## src/rtl/esfa_sequencer_if.sv

```systemverilog
// Requester, response and array-side signals of the ESFA sequencer.
// slave = the sequencer itself, master = requesters plus the array.
interface esfa_sequencer_if;
    logic       req0_valid, req1_valid;
    logic       req0_ready, req1_ready;
    logic [1:0] req0_cmd, req1_cmd;
    logic [7:0] req0_handle, req1_handle;
    logic [7:0] req0_index, req1_index;
    logic [7:0] req0_value, req1_value;

    logic       rsp0_valid, rsp1_valid;
    logic       rsp0_ready, rsp1_ready;
    logic [7:0] rsp0_value, rsp1_value;
    logic       rsp0_bool, rsp1_bool;

    logic [7:0] esfa_selector;
    logic [7:0] esfa_handle;
    logic [7:0] esfa_index;
    logic [7:0] esfa_value;
    logic [7:0] esfa_result_value;
    logic       esfa_result_bool;
    logic       busy;

    modport slave (
        input  req0_valid, req1_valid, req0_cmd, req1_cmd,
               req0_handle, req1_handle, req0_index, req1_index,
               req0_value, req1_value, rsp0_ready, rsp1_ready,
               esfa_result_value, esfa_result_bool,
        output req0_ready, req1_ready, rsp0_valid, rsp1_valid,
               rsp0_value, rsp1_value, rsp0_bool, rsp1_bool,
               esfa_selector, esfa_handle, esfa_index, esfa_value, busy
    );

    modport master (
        output req0_valid, req1_valid, req0_cmd, req1_cmd,
               req0_handle, req1_handle, req0_index, req1_index,
               req0_value, req1_value, rsp0_ready, rsp1_ready,
               esfa_result_value, esfa_result_bool,
        input  req0_ready, req1_ready, rsp0_valid, rsp1_valid,
               rsp0_value, rsp1_value, rsp0_bool, rsp1_bool,
               esfa_selector, esfa_handle, esfa_index, esfa_value, busy
    );
endinterface

```

## src/rtl/esfa_sequencer.sv

```systemverilog
// Round-robin front end for the ESFA array: accepts one command at a time,
// plays its selector micro-sequence and returns the result to the owner.
module esfa_sequencer #(
    parameter int STEP_CYCLES = 2
) (
    input  logic             clk,
    input  logic             reset,
    esfa_sequencer_if.slave  bus
);
    localparam logic [7:0] SEL_NOP   = 8'd0;
    localparam logic [7:0] SEL_READ  = 8'd1;
    localparam logic [7:0] SEL_CODE  = 8'd2;
    localparam logic [7:0] SEL_WRITE = 8'd3;
    localparam logic [7:0] SEL_FREE  = 8'd4;
    localparam logic [7:0] SEL_FIND  = 8'd5;
    localparam logic [7:0] SEL_RANK  = 8'd6;

    localparam logic [1:0] CMD_READ     = 2'd0;
    localparam logic [1:0] CMD_ALLOC    = 2'd1;
    localparam logic [1:0] CMD_FREE     = 2'd2;
    localparam logic [1:0] CMD_CODERANK = 2'd3;

    localparam logic [3:0] LAST_CNT = 4'(STEP_CYCLES - 1);

    typedef enum logic [1:0] {IDLE, STEP1, STEP2, RESP} state_t;

    state_t     state_q, state_d;
    logic [3:0] cnt_q, cnt_d;
    logic       owner_q, owner_d;
    logic       rr_q, rr_d;
    logic [1:0] cmd_q, cmd_d;
    logic [7:0] handle_q, handle_d;
    logic [7:0] index_q, index_d;
    logic [7:0] value_q, value_d;
    logic [7:0] rsp_value_q, rsp_value_d;
    logic       rsp_bool_q, rsp_bool_d;

    logic       grant_any, grant_idx, step_done, rsp_taken;
    logic [1:0] req_valid;
    logic [1:0] win_cmd;
    logic [7:0] win_handle, win_index, win_value;
    logic [7:0] sel_out, handle_out, index_out, value_out;

    // rr_q remembers the last winner; on a tie the other requester goes next.
    assign req_valid  = {bus.req1_valid, bus.req0_valid};
    assign grant_any  = reset && (state_q == IDLE) && (|req_valid);
    assign grant_idx  = (&req_valid) ? ~rr_q : req_valid[1];
    assign win_cmd    = grant_idx ? bus.req1_cmd    : bus.req0_cmd;
    assign win_handle = grant_idx ? bus.req1_handle : bus.req0_handle;
    assign win_index  = grant_idx ? bus.req1_index  : bus.req0_index;
    assign win_value  = grant_idx ? bus.req1_value  : bus.req0_value;
    assign step_done  = (cnt_q == LAST_CNT);
    assign rsp_taken  = owner_q ? bus.rsp1_ready : bus.rsp0_ready;

    always_ff @(posedge clk) begin
        if (!reset) begin
            state_q     <= IDLE;
            cnt_q       <= '0;
            owner_q     <= 1'b0;
            rr_q        <= 1'b1;
            cmd_q       <= '0;
            handle_q    <= '0;
            index_q     <= '0;
            value_q     <= '0;
            rsp_value_q <= '0;
            rsp_bool_q  <= 1'b0;
        end else begin
            state_q     <= state_d;
            cnt_q       <= cnt_d;
            owner_q     <= owner_d;
            rr_q        <= rr_d;
            cmd_q       <= cmd_d;
            handle_q    <= handle_d;
            index_q     <= index_d;
            value_q     <= value_d;
            rsp_value_q <= rsp_value_d;
            rsp_bool_q  <= rsp_bool_d;
        end
    end

    always_comb begin
        state_d     = state_q;
        cnt_d       = cnt_q;
        owner_d     = owner_q;
        rr_d        = rr_q;
        cmd_d       = cmd_q;
        handle_d    = handle_q;
        index_d     = index_q;
        value_d     = value_q;
        rsp_value_d = rsp_value_q;
        rsp_bool_d  = rsp_bool_q;
        case (state_q)
            IDLE: begin
                if (grant_any) begin
                    state_d  = STEP1;
                    cnt_d    = '0;
                    owner_d  = grant_idx;
                    rr_d     = grant_idx;
                    cmd_d    = win_cmd;
                    handle_d = win_handle;
                    index_d  = win_index;
                    value_d  = win_value;
                end
            end
            STEP1: begin
                if (!step_done) begin
                    cnt_d = cnt_q + 4'd1;
                end else begin
                    cnt_d = '0;
                    case (cmd_q)
                        CMD_READ: begin
                            rsp_value_d = bus.esfa_result_value;
                            rsp_bool_d  = bus.esfa_result_bool;
                            state_d     = RESP;
                        end
                        CMD_ALLOC: begin
                            // A failed FIND skips the write and reports 0/0.
                            rsp_value_d = bus.esfa_result_bool ? bus.esfa_result_value : 8'd0;
                            rsp_bool_d  = bus.esfa_result_bool;
                            state_d     = bus.esfa_result_bool ? STEP2 : RESP;
                        end
                        CMD_FREE: begin
                            rsp_value_d = handle_q;
                            rsp_bool_d  = 1'b1;
                            state_d     = RESP;
                        end
                        default: state_d = STEP2;
                    endcase
                end
            end
            STEP2: begin
                if (!step_done) begin
                    cnt_d = cnt_q + 4'd1;
                end else begin
                    cnt_d   = '0;
                    state_d = RESP;
                    if (cmd_q == CMD_CODERANK) begin
                        rsp_value_d = bus.esfa_result_value;
                        rsp_bool_d  = bus.esfa_result_bool;
                    end
                end
            end
            default: begin
                if (rsp_taken) state_d = IDLE;
            end
        endcase
    end

    always_comb begin
        sel_out    = SEL_NOP;
        handle_out = '0;
        index_out  = '0;
        value_out  = '0;
        case (state_q)
            STEP1: begin
                case (cmd_q)
                    CMD_READ: begin
                        sel_out    = SEL_READ;
                        handle_out = handle_q;
                    end
                    CMD_ALLOC: sel_out = SEL_FIND;
                    CMD_FREE: begin
                        sel_out    = SEL_FREE;
                        handle_out = handle_q;
                    end
                    default: begin
                        sel_out   = SEL_CODE;
                        index_out = index_q;
                        value_out = value_q;
                    end
                endcase
            end
            STEP2: begin
                sel_out   = (cmd_q == CMD_ALLOC) ? SEL_WRITE : SEL_RANK;
                index_out = index_q;
                value_out = value_q;
            end
            default: ;
        endcase
    end

    assign bus.esfa_selector = sel_out;
    assign bus.esfa_handle   = handle_out;
    assign bus.esfa_index    = index_out;
    assign bus.esfa_value    = value_out;
    assign bus.busy          = (state_q != IDLE);
    assign bus.req0_ready    = grant_any && !grant_idx;
    assign bus.req1_ready    = grant_any && grant_idx;
    assign bus.rsp0_valid    = (state_q == RESP) && !owner_q;
    assign bus.rsp1_valid    = (state_q == RESP) && owner_q;
    assign bus.rsp0_value    = bus.rsp0_valid ? rsp_value_q : 8'd0;
    assign bus.rsp1_value    = bus.rsp1_valid ? rsp_value_q : 8'd0;
    assign bus.rsp0_bool     = bus.rsp0_valid && rsp_bool_q;
    assign bus.rsp1_bool     = bus.rsp1_valid && rsp_bool_q;
endmodule

```

## src/flat_wrapper.sv

```systemverilog
// flat-port wrapper written by rule: the top's interface ports become plain ports
module esfa_sequencer_flat 
#(
    parameter int STEP_CYCLES = 2
)
  (clk, reset, bus_req0_valid, bus_req1_valid, bus_req0_cmd, bus_req1_cmd, bus_req0_handle, bus_req1_handle, bus_req0_index, bus_req1_index, bus_req0_value, bus_req1_value, bus_rsp0_ready, bus_rsp1_ready, bus_esfa_result_value, bus_esfa_result_bool, bus_req0_ready, bus_req1_ready, bus_rsp0_valid, bus_rsp1_valid, bus_rsp0_value, bus_rsp1_value, bus_rsp0_bool, bus_rsp1_bool, bus_esfa_selector, bus_esfa_handle, bus_esfa_index, bus_esfa_value, bus_busy);
  esfa_sequencer_if bus_i ();
  input  logic clk;
  input  logic reset;
  input wire logic [$bits(bus_i.req0_valid)-1:0] bus_req0_valid;
  input wire logic [$bits(bus_i.req1_valid)-1:0] bus_req1_valid;
  input wire logic [$bits(bus_i.req0_cmd)-1:0] bus_req0_cmd;
  input wire logic [$bits(bus_i.req1_cmd)-1:0] bus_req1_cmd;
  input wire logic [$bits(bus_i.req0_handle)-1:0] bus_req0_handle;
  input wire logic [$bits(bus_i.req1_handle)-1:0] bus_req1_handle;
  input wire logic [$bits(bus_i.req0_index)-1:0] bus_req0_index;
  input wire logic [$bits(bus_i.req1_index)-1:0] bus_req1_index;
  input wire logic [$bits(bus_i.req0_value)-1:0] bus_req0_value;
  input wire logic [$bits(bus_i.req1_value)-1:0] bus_req1_value;
  input wire logic [$bits(bus_i.rsp0_ready)-1:0] bus_rsp0_ready;
  input wire logic [$bits(bus_i.rsp1_ready)-1:0] bus_rsp1_ready;
  input wire logic [$bits(bus_i.esfa_result_value)-1:0] bus_esfa_result_value;
  input wire logic [$bits(bus_i.esfa_result_bool)-1:0] bus_esfa_result_bool;
  output wire logic [$bits(bus_i.req0_ready)-1:0] bus_req0_ready;
  output wire logic [$bits(bus_i.req1_ready)-1:0] bus_req1_ready;
  output wire logic [$bits(bus_i.rsp0_valid)-1:0] bus_rsp0_valid;
  output wire logic [$bits(bus_i.rsp1_valid)-1:0] bus_rsp1_valid;
  output wire logic [$bits(bus_i.rsp0_value)-1:0] bus_rsp0_value;
  output wire logic [$bits(bus_i.rsp1_value)-1:0] bus_rsp1_value;
  output wire logic [$bits(bus_i.rsp0_bool)-1:0] bus_rsp0_bool;
  output wire logic [$bits(bus_i.rsp1_bool)-1:0] bus_rsp1_bool;
  output wire logic [$bits(bus_i.esfa_selector)-1:0] bus_esfa_selector;
  output wire logic [$bits(bus_i.esfa_handle)-1:0] bus_esfa_handle;
  output wire logic [$bits(bus_i.esfa_index)-1:0] bus_esfa_index;
  output wire logic [$bits(bus_i.esfa_value)-1:0] bus_esfa_value;
  output wire logic [$bits(bus_i.busy)-1:0] bus_busy;
  assign bus_i.req0_valid = bus_req0_valid;
  assign bus_i.req1_valid = bus_req1_valid;
  assign bus_i.req0_cmd = bus_req0_cmd;
  assign bus_i.req1_cmd = bus_req1_cmd;
  assign bus_i.req0_handle = bus_req0_handle;
  assign bus_i.req1_handle = bus_req1_handle;
  assign bus_i.req0_index = bus_req0_index;
  assign bus_i.req1_index = bus_req1_index;
  assign bus_i.req0_value = bus_req0_value;
  assign bus_i.req1_value = bus_req1_value;
  assign bus_i.rsp0_ready = bus_rsp0_ready;
  assign bus_i.rsp1_ready = bus_rsp1_ready;
  assign bus_i.esfa_result_value = bus_esfa_result_value;
  assign bus_i.esfa_result_bool = bus_esfa_result_bool;
  assign bus_req0_ready = bus_i.req0_ready;
  assign bus_req1_ready = bus_i.req1_ready;
  assign bus_rsp0_valid = bus_i.rsp0_valid;
  assign bus_rsp1_valid = bus_i.rsp1_valid;
  assign bus_rsp0_value = bus_i.rsp0_value;
  assign bus_rsp1_value = bus_i.rsp1_value;
  assign bus_rsp0_bool = bus_i.rsp0_bool;
  assign bus_rsp1_bool = bus_i.rsp1_bool;
  assign bus_esfa_selector = bus_i.esfa_selector;
  assign bus_esfa_handle = bus_i.esfa_handle;
  assign bus_esfa_index = bus_i.esfa_index;
  assign bus_esfa_value = bus_i.esfa_value;
  assign bus_busy = bus_i.busy;
  esfa_sequencer #(.STEP_CYCLES(STEP_CYCLES)) u_core (.clk(clk), .reset(reset), .bus(bus_i));
endmodule
```

## config.mk

```make
export PLATFORM = sky130hd
export DESIGN_NAME = esfa_sequencer_flat
export DESIGN_NICKNAME = d
export VERILOG_FILES = /design/src/rtl/esfa_sequencer_if.sv /design/src/rtl/esfa_sequencer.sv /design/src/flat_wrapper.sv
export SDC_FILE = /design/constraint.sdc
export NUM_CORES = 1
export LEC_CHECK = 0
export CAP_MARGIN = 20
export CORE_ASPECT_RATIO = 1.4
export CORE_UTILIZATION = 42
export CTS_BUF_LIST = sky130_fd_sc_hd__clkbuf_4
export CTS_CLUSTER_SIZE = 12
export DETAILED_ROUTE_END_ITERATION = 7
export MAX_ROUTING_LAYER = met4
export PLACE_DENSITY = 0.86
export REMOVE_ABC_BUFFERS = 1
export SLEW_MARGIN = 30
export SYNTH_ARGS = -nofsm -noshare
export SYNTH_HDL_FRONTEND = slang
export SYNTH_SLANG_ARGS = --single-unit
```

## constraint.sdc

```tcl
create_clock -name clk -period 6.5 [get_ports clk]
set_clock_uncertainty 0.2 [all_clocks]
set_input_delay 0.65 -clock clk [delete_from_list [all_inputs] [get_ports clk]]
set_output_delay 0.65 -clock clk [all_outputs]
set_load 0.01 [all_outputs]
```

==> qor.txt <==
Outcome = finished clean
Reg2reg end = u_core.rsp_value_q[7]
First-pass GRT wire length = 10600 um
Max-capacitance violation count = 0
Fillers = 480
Multi-input gate area = 1360 um^2
Slowest CP cell = clkdlybuf4s50_1
Ant diodes = 0
Final min period = 3.48 ns
Vias in the first global route = 2357
Setup WS post-layout = 3.02 ns
Hold path start = u_core.index_q[5]
Sequential area share after synthesis = 36.2%
Crit-path leading delay family = buffers and inverters
Hold crit path type = flip-flop to flip-flop
CP Launch Type = flip-flop
Final antenna-violating net count = 0
Largest cells by area after synthesis = dfxtp_1 36%, a222oi_1 11%, and2_1 9.0%
R2R cell count = 6
Die width = 65.6 um
Placed cell count = 443
GR Layer Usage met2 = 39.7%
Clk pin slew, worst setup/hold paths = 0.13 ns
Max Fanout on Critical Path = 16
Dpl hpwl = 4940 um
Layout cell share with drive strength beyond 1 = 5.22%
Peak VDD IR = 164 uV
Post-synth top area share = 36.2%
Setup total negative slack = 0 ns
Vias per Instance = 5.54
Initial antenna violation count = 0
FF+latch count, synth = 43
Tot GR Track Use = 23.4%
Fraction of registers with async set/reset = 0%
Synth-to-Final Area Change = 51.8%
Clock Sinks = 43
Relative slew slack = 49.4%
Max Clock Freq = 287 MHz
Worst path cell trace = inv_1, ha_1, inv_1, nor2_2, and2_1, clkdlybuf4s50_1
Met3 Use GR = 4.40%
Final total power = 913 uW
CP Class = flip-flop to primary output
Post-Syn Instances = 276
Slew @ Worst Pin = 0.759 ns
Post-synthesis cell area = 2370 um^2
DRC = 0
Worst Path Required = 5.65 ns
Die Y-Extent = 91.0 um
DR pass1 iterations = 6
Endpoints failing setup = 0
WHS Endpoint = u_core.index_q[5]
Pin count of the biggest net entering global routing = 29
Skew-Pair Late Insertion Delay = 0.36 ns
Worst EP arrival = 2.63 ns
DP Worst Slack = 3.22 ns
Die area = 5960 um^2
Area after DPL = 3550 um^2
Final std cells w/o fill = 451
Final Max Slew Viols = 0
Hold Buf Count CTS = 0
CTS max path bufs = 2
Unrepaired setup endpoints after global routing = false
Reg2reg start = u_core.state_q[1]
Top-count cell post-synth = dfxtp_1
Placer Congestion = 0.889
Root Buffer = clkbuf_4
GRT overflow = 0
Post-CTS Resized = 0
Register area = 861 um^2
Avg Cell Area, Syn = 8.60 um^2
Largest area contributor in the netlist = dfxtp_1
Number of flops mapped to enable cells by yosys = 0
Netlist cell types = 36
Postcts setup bufs = 0
FF-to-FF setup slack = 3.98 ns
Power Dens Cells = 253 nW/um^2
Synth Warn # = 0
Ports = 122
Leakage = 1.39 nW
Commonest cells in the netlist = 43 x dfxtp_1, 38 x nor2_1, 34 x and2_1
Met1 usage = 24.9%
DR vias = 2498
Row Count = 32
Initial DRC Count = 181
Design area = 3610 um^2
WL/cell = 14.7 um
Worst path bufs/invs = 3
Final wirelength = 6630 um
Top_reg_cell synth = dfxtp_1
Nets = 461
Hold path cells = 2
Max incr delay on CP = 0.54 ns
TritonCTS clock tree = done
TritonCTS Buffers = 5
H-tree levels = 2
Critical Path Sink Type = primary output
Initial Util = 43.3%
Port Buf Inserts = 116
Crit-path most repeated cell = inv_1
Period utilization = 53.6%
Final hold vios = 0
Core Area = 5490 um^2
Most Crowded Layer GR = met2
area by class of cell:
class                   instances  share of cell area [%]
multi-input cells             198                    37.7
repair buffers                120                    33.0
flip-flops and latches         43                    23.9
well taps                      68                    2.36
inverters                      14                    1.46
clock buffers                   6                    1.25
clock inverters                 2                   0.347
worst max-delay path by stage:
stage / slack [ns] / startpoint / cells past startpoint / end
floorplan: 3.76 / u_core.state_q[0] / 4 / bus_req0_ready
finish: 3.02 / u_core.state_q[1] / 6 / bus_esfa_value[7]
global placement: 3.29 / reset / 5 / bus_req1_ready
CTS: 2.79 / u_core.state_q[0] / 6 / bus_esfa_value[4]
detailed placement: 3.22 / u_core.state_q[0] / 6 / bus_esfa_value[7]
global route: 2.78 / u_core.state_q[1] / 6 / bus_esfa_index[7]
layout by cell type (no fill, tap or decap), types with 2 or more instances in the layout:
cell type,synthesis,routed
a22oi_1,10,10
nand2_1,6,6
a21oi_2,1,3
inv_1,13,13
a311oi_1,8,8
mux2i_1,2,2
o21ai_0,3,3
o211ai_1,2,2
clkdlybuf4s50_1,0,116
a21oi_1,17,15
nor2b_1,4,4
nor3_1,2,2
conb_1,1,5
and3_1,11,11
nor2_1,38,37
dfxtp_1,43,43
nand3_1,5,5
and2_1,34,34
ha_1,12,12
a222oi_1,27,27
clkbuf_4,0,6
buf_4,5,4
logic make-up after synthesis:
| kind of cell | after synthesis | synth area share (%) |
|---|---|---|
| AND/OR/NAND/NOR | 103 | 22.4 |
| adder cells (fa/ha/maj) | 12 | 6.32 |
| flip-flops | 43 | 36.2 |
| AO/OA/AOI/OAI | 76 | 26.4 |
| other | 1 | 0.158 |
| buffers and inverters | 39 | 7.59 |
| multiplexers | 2 | 0.843 |
where the power goes:
part           leakage (nW)  internal, mW  total, mW  switching, mW
combinational          1.01         0.189      0.404          0.215
clock                0.0317        0.0460      0.136         0.0899
sequential            0.352         0.326      0.373         0.0464
registers in the layout (all words and copies together), names as in the netlist, 2 cells and up:
signal / flops
u_core.index_q: 8
u_core.state_q: 2
u_core.cnt_q: 4
u_core.value_q: 8
u_core.handle_q: 8
u_core.cmd_q: 2
u_core.rsp_value_q: 8
per-layer routing:
| layer | up-vias | routed length [um] |
|---|---|---|
| li1 | 1224 | - |
| met1 | 1141 | 2540 |
| met2 | 120 | 3460 |
| met3 | 13 | 440 |
| met4 | 0 | 197 |
| met5 | - | 0 |
metrics by stage:
| stage | hold slack, ns | util, % |
|---|---|---|
| 3_5_place_dp | 0.279 | 64.6 |
| 6_report | 0.309 | 65.7 |
| 3_3_place_gp | 0.277 | 64.6 |
| 5_1_grt | 0.355 | 65.7 |
| 2_1_floorplan | 0.256 | - |
| 4_1_cts | 0.319 | 65.7 |
worst reg2reg max path, delay by kind of cell, from the launching register on:
kind / cells / cell delay, ns
adders and majority gates: 1 / 0.31
and+or+nand+nor: 1 / 0.32
buffers and inverters: 1 / 0.10
AOI/OAI and AO/OA: 3 / 1.09
DFF: 1 / 0.41
No activity file was read; power rests on OpenSTA's default activity.
